$ cat src/rtl/rv_pipe_pkg.sv
// Shared pipeline types for the memory port arbiter: FSM states, port owner,
// default bus widths and the saturating starvation-counter step.
package rv_pipe_pkg;

  localparam int ADDR_W_DEF = 32;
  localparam int DATA_W_DEF = 32;

  typedef enum logic [1:0] {
    IDLE,
    BUSY_IF,
    BUSY_DM,
    DONE
  } arb_state_e;

  typedef enum logic {
    OWN_IF,
    OWN_DM
  } owner_e;

  function automatic logic [3:0] sat_inc(input logic [3:0] v, input logic [3:0] lim);
    return (v >= lim) ? lim : v + 4'd1;
  endfunction

endpackage

$ cat src/rtl/mem_port_arbiter_if.sv
// Bus bundle between the fetch/memory stages, the arbiter and the external
// memory. The arbiter takes the slave view; the surrounding system the master view.
interface mem_port_arbiter_if
  import rv_pipe_pkg::*;
#(
    parameter int ADDR_W = ADDR_W_DEF,
    parameter int DATA_W = DATA_W_DEF
) ();

    logic              if_req;
    logic [ADDR_W-1:0] if_addr;
    logic [DATA_W-1:0] if_rdata;
    logic              if_ack;
    logic              if_stall;

    logic              dm_req;
    logic              dm_we;
    logic [ADDR_W-1:0] dm_addr;
    logic [DATA_W-1:0] dm_wdata;
    logic [DATA_W-1:0] dm_rdata;
    logic              dm_ack;
    logic              dm_stall;

    logic              mem_req;
    logic              mem_we;
    logic [ADDR_W-1:0] mem_addr;
    logic [DATA_W-1:0] mem_wdata;
    logic [DATA_W-1:0] mem_rdata;
    logic              mem_ready;

    modport slave (
        input  if_req, if_addr, dm_req, dm_we, dm_addr, dm_wdata, mem_rdata, mem_ready,
        output if_rdata, if_ack, if_stall, dm_rdata, dm_ack, dm_stall,
               mem_req, mem_we, mem_addr, mem_wdata
    );

    modport master (
        output if_req, if_addr, dm_req, dm_we, dm_addr, dm_wdata, mem_rdata, mem_ready,
        input  if_rdata, if_ack, if_stall, dm_rdata, dm_ack, dm_stall,
               mem_req, mem_we, mem_addr, mem_wdata
    );

endinterface

$ cat src/rtl/mem_port_arbiter.sv
// Shares one memory port between instruction fetch and data access: data has
// fixed priority, fetch wins once it has waited STARVE_LIMIT data grants.
module mem_port_arbiter
  import rv_pipe_pkg::*;
#(
    parameter int ADDR_W       = ADDR_W_DEF,
    parameter int DATA_W       = DATA_W_DEF,
    parameter int STARVE_LIMIT = 4
) (
    input  logic                clk,
    input  logic                reset,
    mem_port_arbiter_if.slave   bus
);

    localparam logic [3:0] LIMIT = 4'(STARVE_LIMIT);

    arb_state_e        state_q, state_d;
    owner_e            owner_q, owner_d;
    logic [ADDR_W-1:0] addr_q, addr_d;
    logic              we_q, we_d;
    logic [DATA_W-1:0] wdata_q, wdata_d;
    logic [DATA_W-1:0] if_rdata_q, if_rdata_d;
    logic [DATA_W-1:0] dm_rdata_q, dm_rdata_d;
    logic [3:0]        starve_q, starve_d;

    // NOTE: every _d gets its hold value first so no branch can leave one unassigned (no latches).
    always_comb begin
        state_d    = state_q;
        owner_d    = owner_q;
        addr_d     = addr_q;
        we_d       = we_q;
        wdata_d    = wdata_q;
        if_rdata_d = if_rdata_q;
        dm_rdata_d = dm_rdata_q;
        starve_d   = starve_q;

        unique case (state_q)
            IDLE: begin
                if (bus.if_req && (!bus.dm_req || starve_q == LIMIT)) begin
                    state_d  = BUSY_IF;
                    owner_d  = OWN_IF;
                    addr_d   = bus.if_addr;
                    we_d     = 1'b0;
                    wdata_d  = '0;
                    starve_d = 4'd0;
                end else if (bus.dm_req) begin
                    state_d  = BUSY_DM;
                    owner_d  = OWN_DM;
                    addr_d   = bus.dm_addr;
                    we_d     = bus.dm_we;
                    wdata_d  = bus.dm_wdata;
                    starve_d = bus.if_req ? sat_inc(starve_q, LIMIT) : 4'd0;
                end
            end
            BUSY_IF: begin
                if (bus.mem_ready) begin
                    if_rdata_d = bus.mem_rdata;
                    state_d    = DONE;
                end
            end
            BUSY_DM: begin
                if (bus.mem_ready) begin
                    dm_rdata_d = bus.mem_rdata;
                    state_d    = DONE;
                end
            end
            DONE: state_d = IDLE;
            default: state_d = IDLE;
        endcase
    end

    // NOTE: sequential state uses non-blocking assignments so all registers update from pre-edge values.
    always_ff @(posedge clk or negedge reset) begin
        if (!reset) begin
            state_q    <= IDLE;
            owner_q    <= OWN_IF;
            addr_q     <= '0;
            we_q       <= 1'b0;
            wdata_q    <= '0;
            if_rdata_q <= '0;
            dm_rdata_q <= '0;
            starve_q   <= 4'd0;
        end else begin
            state_q    <= state_d;
            owner_q    <= owner_d;
            addr_q     <= addr_d;
            we_q       <= we_d;
            wdata_q    <= wdata_d;
            if_rdata_q <= if_rdata_d;
            dm_rdata_q <= dm_rdata_d;
            starve_q   <= starve_d;
        end
    end

    // Memory side is driven only from the latched request, never from the live requester.
    assign bus.mem_req   = (state_q == BUSY_IF) || (state_q == BUSY_DM);
    assign bus.mem_we    = we_q;
    assign bus.mem_addr  = addr_q;
    assign bus.mem_wdata = wdata_q;

    assign bus.if_ack    = (state_q == DONE) && (owner_q == OWN_IF);
    assign bus.dm_ack    = (state_q == DONE) && (owner_q == OWN_DM);
    assign bus.if_rdata  = if_rdata_q;
    assign bus.dm_rdata  = dm_rdata_q;

    assign bus.if_stall  = bus.if_req & ~bus.if_ack;
    assign bus.dm_stall  = bus.dm_req & ~bus.dm_ack;

endmodule

$ cat src/flat_wrapper.sv
// flat-port wrapper written by rule: the top's interface ports become plain ports
module mem_port_arbiter_flat import rv_pipe_pkg::*;
#(
    parameter int ADDR_W       = ADDR_W_DEF,
    parameter int DATA_W       = DATA_W_DEF,
    parameter int STARVE_LIMIT = 4
)
  (clk, reset, bus_if_req, bus_if_addr, bus_dm_req, bus_dm_we, bus_dm_addr, bus_dm_wdata, bus_mem_rdata, bus_mem_ready, bus_if_rdata, bus_if_ack, bus_if_stall, bus_dm_rdata, bus_dm_ack, bus_dm_stall, bus_mem_req, bus_mem_we, bus_mem_addr, bus_mem_wdata);
  mem_port_arbiter_if #(.ADDR_W(ADDR_W), .DATA_W(DATA_W)) bus_i ();
  input  logic clk;
  input  logic reset;
  input wire logic [$bits(bus_i.if_req)-1:0] bus_if_req;
  input wire logic [$bits(bus_i.if_addr)-1:0] bus_if_addr;
  input wire logic [$bits(bus_i.dm_req)-1:0] bus_dm_req;
  input wire logic [$bits(bus_i.dm_we)-1:0] bus_dm_we;
  input wire logic [$bits(bus_i.dm_addr)-1:0] bus_dm_addr;
  input wire logic [$bits(bus_i.dm_wdata)-1:0] bus_dm_wdata;
  input wire logic [$bits(bus_i.mem_rdata)-1:0] bus_mem_rdata;
  input wire logic [$bits(bus_i.mem_ready)-1:0] bus_mem_ready;
  output wire logic [$bits(bus_i.if_rdata)-1:0] bus_if_rdata;
  output wire logic [$bits(bus_i.if_ack)-1:0] bus_if_ack;
  output wire logic [$bits(bus_i.if_stall)-1:0] bus_if_stall;
  output wire logic [$bits(bus_i.dm_rdata)-1:0] bus_dm_rdata;
  output wire logic [$bits(bus_i.dm_ack)-1:0] bus_dm_ack;
  output wire logic [$bits(bus_i.dm_stall)-1:0] bus_dm_stall;
  output wire logic [$bits(bus_i.mem_req)-1:0] bus_mem_req;
  output wire logic [$bits(bus_i.mem_we)-1:0] bus_mem_we;
  output wire logic [$bits(bus_i.mem_addr)-1:0] bus_mem_addr;
  output wire logic [$bits(bus_i.mem_wdata)-1:0] bus_mem_wdata;
  assign bus_i.if_req = bus_if_req;
  assign bus_i.if_addr = bus_if_addr;
  assign bus_i.dm_req = bus_dm_req;
  assign bus_i.dm_we = bus_dm_we;
  assign bus_i.dm_addr = bus_dm_addr;
  assign bus_i.dm_wdata = bus_dm_wdata;
  assign bus_i.mem_rdata = bus_mem_rdata;
  assign bus_i.mem_ready = bus_mem_ready;
  assign bus_if_rdata = bus_i.if_rdata;
  assign bus_if_ack = bus_i.if_ack;
  assign bus_if_stall = bus_i.if_stall;
  assign bus_dm_rdata = bus_i.dm_rdata;
  assign bus_dm_ack = bus_i.dm_ack;
  assign bus_dm_stall = bus_i.dm_stall;
  assign bus_mem_req = bus_i.mem_req;
  assign bus_mem_we = bus_i.mem_we;
  assign bus_mem_addr = bus_i.mem_addr;
  assign bus_mem_wdata = bus_i.mem_wdata;
  mem_port_arbiter #(.ADDR_W(ADDR_W), .DATA_W(DATA_W), .STARVE_LIMIT(STARVE_LIMIT)) u_core (.clk(clk), .reset(reset), .bus(bus_i));
endmodule
$ cat config.mk
export PLATFORM = sky130hd
export DESIGN_NAME = mem_port_arbiter_flat
export DESIGN_NICKNAME = d
export VERILOG_FILES = /design/src/rtl/rv_pipe_pkg.sv /design/src/rtl/mem_port_arbiter_if.sv /design/src/rtl/mem_port_arbiter.sv /design/src/flat_wrapper.sv
export SDC_FILE = /design/constraint.sdc
export NUM_CORES = 1
export LEC_CHECK = 0
export ABC_AREA = 1
export CORE_AREA = 2 2 118 142
export DETAILED_ROUTE_END_ITERATION = 8
export DIE_AREA = 0 0 120 144
export MAX_ROUTING_LAYER = met4
export PLACE_DENSITY = 0.81
export SLEW_MARGIN = 20
export SYNTH_ARGS = -nofsm -noshare
export SYNTH_HDL_FRONTEND = slang
export SYNTH_SLANG_ARGS = --single-unit
$ cat constraint.sdc
create_clock -name clk -period 1.4 [get_ports clk]
set_input_delay 0.28 -clock clk [delete_from_list [all_inputs] [get_ports clk]]
set_output_delay 0.28 -clock clk [all_outputs]
set_load 0.005 [all_outputs]
==> qor.csv <==
stage,metric,value,unit
status,status,"finished, violations left",
status,failing checks,negative setup slack,
route,total number of vias,6261,
cts,CTS tree,yes,
placed_design,routability cong.,0.851,
placed_design,Placement Setup Slack,-423,ps
sta,Clock Skews,9.96,ps
power,pwr dens,2020,nW/µm²
route,wire length on met3,1.38,mm
cts,Root Driver,clkbuf_16,
global_route,initial antenna violation count,1,
cts,Skew-Pair Late Insertion Delay,420,ps
critical_path,Crit path depth,6,
route,met1 WL,8.50,mm
layout,"most common cell after layout, fill and taps aside",nand2_1,
sta,Final setup viols,141,
critical_path,worst-path cell chain,"ha_4, nand2_2, inv_2, buf_6, nor2_1, buf_2",
global_route,first-pass GRT wire length,27.7,mm
critical_path,Critical Path Source Type,flip-flop,
layout,share of post-route cells with drive strength above 1,15.9,%
route,met2 wire len,11.7,mm
layout,Post-Layout Cell Count,1294,
yosys,Post-Synthesis Cells,717,
critical_path,Top delay family on crit path,flip-flops,
layout,Syn-to-layout area delta,84.2,%
sta,unrepaired setup endpoints after global routing,true,
route,wire length per cell,17.2,µm
global_route,largest net degree at the start of global routing,44,
die,Die Y,144,µm
placed_design,dpl hpwl,12.1,mm
yosys,Netlist cell types,16,
sta,Fmax,0.606,GHz
die,core area,16000,µm²
critical_path,critical path class,flip-flop to output port,
route,WL final,22.3,mm
sta,TNS Setup,-20360,ps
yosys,Synth Register Bits,136,
placed_design,DP Cell Count,1194,
yosys,Mapped Area,5930,µm²
critical_path,CP max stage delay,410,ps
yosys,"Seq/Total Area, Yosys",57.4,%
critical_path,crit end category,output port,
route,vias per cell,4.84,
global_route,vias in the first global route,5531,
critical_path,Crit path required time,1120,ps
flow_run,Max-Cap Viols,0,
critical_path,slowest cell on the critical path,dfrtp_1,
critical_path,Critical path buffers and inverters,3,
route,antenna-violating nets left,0,
route,top sig layer,met4,
cts,CTS buffer count,17,
route,Iter 0 DRT Violations,437,
sta,Max transition margin,37.6,%
yosys,Mapped Avg Cell Area,8.27,µm²
die,Initial Utilization,37.0,%
layout,Fill cells,1198,
cts,"CTS clk-pin slew, worst paths",60,ps
layout,most frequent cells in the layout,"nand2_1, dfrtp_1, clkdlybuf4s50_1, dlygate4sd2_1, inv_1",
critical_path,CP arrival,1370,ps
critical_path,R2R depth,9,
die,I/O Pins,268,
sta,Max Slew Vio Count,0,
yosys,yosys warns,0,
power,Max VDD drop,1.28,mV
cts,htree depth,4,
placed_design,port bufs,267,
sta,period utilisation layout,118,%
global_route,grt total ovfl,0,
sta,final setup margin,-250,ps
route,# DRC,0,
global_route,GRT Overall Usage,21.1,%
cts,CTS sink cnt,136,
min_path,Hold Crit Class,primary input to async pin,
power,total power,0.0220,W
layout,Nets,1208,
sta,minimum clock period,1650,ps
power,leakage,5.86,nW
route,1st-pass router iterations,5,
cts,CTS Buffer Depth,2,
die,row cnt,51,
die,die area,17300,µm²
die,width of the chip,120,µm
sta,hold slack,335,ps
sta,worst-margin pin slew,934,ps
yosys,syn_nets,857,
critical_path,"Max FO, Critical Path",2,
sta,Final Hold Fails,0,
-- routing by layer --
metal	vias to the layer above	GRT usage, %
met5	-	-
met4	0	8.85
met3	51	5.24
met2	289	34.5
met1	2979	24.9
li1	2942	-
-- cell families (layout without fill, tap and decap cells) --
family	after synthesis	in the layout	synth area share, %
and+or+nand+nor	358	361	25.3
adders and majority gates	6	6	1.27
buffers and inverters	149	510	10.2
other	0	1	0
AOI/OAI and AO/OA	68	68	5.74
DFF	136	136	57.4
-- worst reg2reg max path: stages (launching register included) --
cell and delay, ps:
dfrtp_1 410, buf_4 170, inv_4 60, ha_4 130, inv_2 50, nor2_8 240
buf_6 190, clkbuf_16 160, nand3_1 90, nand2_1 80
-- cell usage after synthesis --
master    count  area (µm²)
inv_1       107         402
buf_4         6        45.0
o21ai_0      68         340
nor2_4        1        11.3
clkbuf_1     19        71.3
nand2_1     241         905
nand3_1     102         510
nor2_8        1        20.0
buf_2        14        70.1
inv_2         2        7.51
ha_1          6        75.1
buf_6         1        11.3
nand2_2       2        12.5
nor2_1       10        37.5
nor3_1        1        5.00
dfrtp_1     136        3400
-- metrics by stage --
stage / instance area (µm²) / utilization (%)
finish: 10900 / 68.2
global route: 10900 / 68.2
CTS: 9940 / 62.0
detailed placement: 9140 / 57.0
global placement: 9140 / 57.0
floorplan: 5930 / -
-- final cells by class --
class	count	area, µm²	share of cell area (%)
clock inverter	14	221	2.03
inverter	109	427	3.91
antenna	1	2.50	0.0229
tap	212	265	2.43
multi-input combinational	435	2120	19.4
timing repair buffer	368	4030	36.9
timing repair inverter	1	11.3	0.103
clock buffer	18	439	4.02
sequential	136	3400	31.2
-- path summary, 6_finish.rpt --
check,startpoint,to,slack (ps)
min,reset,u_core.bus.mem_wdata[19],340
max reg2reg,u_core.state_q[1],u_core.bus.mem_wdata[16],-230
max in group asynchronous,reset,u_core.bus.mem_addr[6],500
min in group clk,bus_mem_rdata[31],u_core.bus.dm_rdata[31],410
max,u_core.state_q[0],bus_dm_stall,-250
min reg2reg,u_core.bus.mem_wdata[23],u_core.bus.mem_wdata[23],470
-- power by group --
part / leakage (nW) / switching (W) / internal (W)
Combinational: 3.84 / 0.00471 / 0.00559
Sequential: 1.70 / 0.000972 / 0.00574
Clock: 0.313 / 0.00181 / 0.00322
Total: 5.86 / 0.00749 / 0.0145
-- state kept, by name (all words and copies together) (netlist names) --
register	cells
u_core.bus.dm_rdata	32
u_core.bus.if_rdata	32
u_core.bus.mem_addr	32
u_core.bus.mem_wdata	32
u_core.starve_q	4
u_core.state_q	2
u_core.bus.mem_we	1
u_core.owner_q	1
-- timing repair --
item,in CTS,in global routing
cloned,2,40
hold endpoints to repair,31,0
buffers inserted,21,4
gates resized for setup,180,82
hold buffers,1,0
pin swaps,8,7
endpoints found under the setup margin,194,151
No activity file was read; power rests on OpenSTA's default activity.
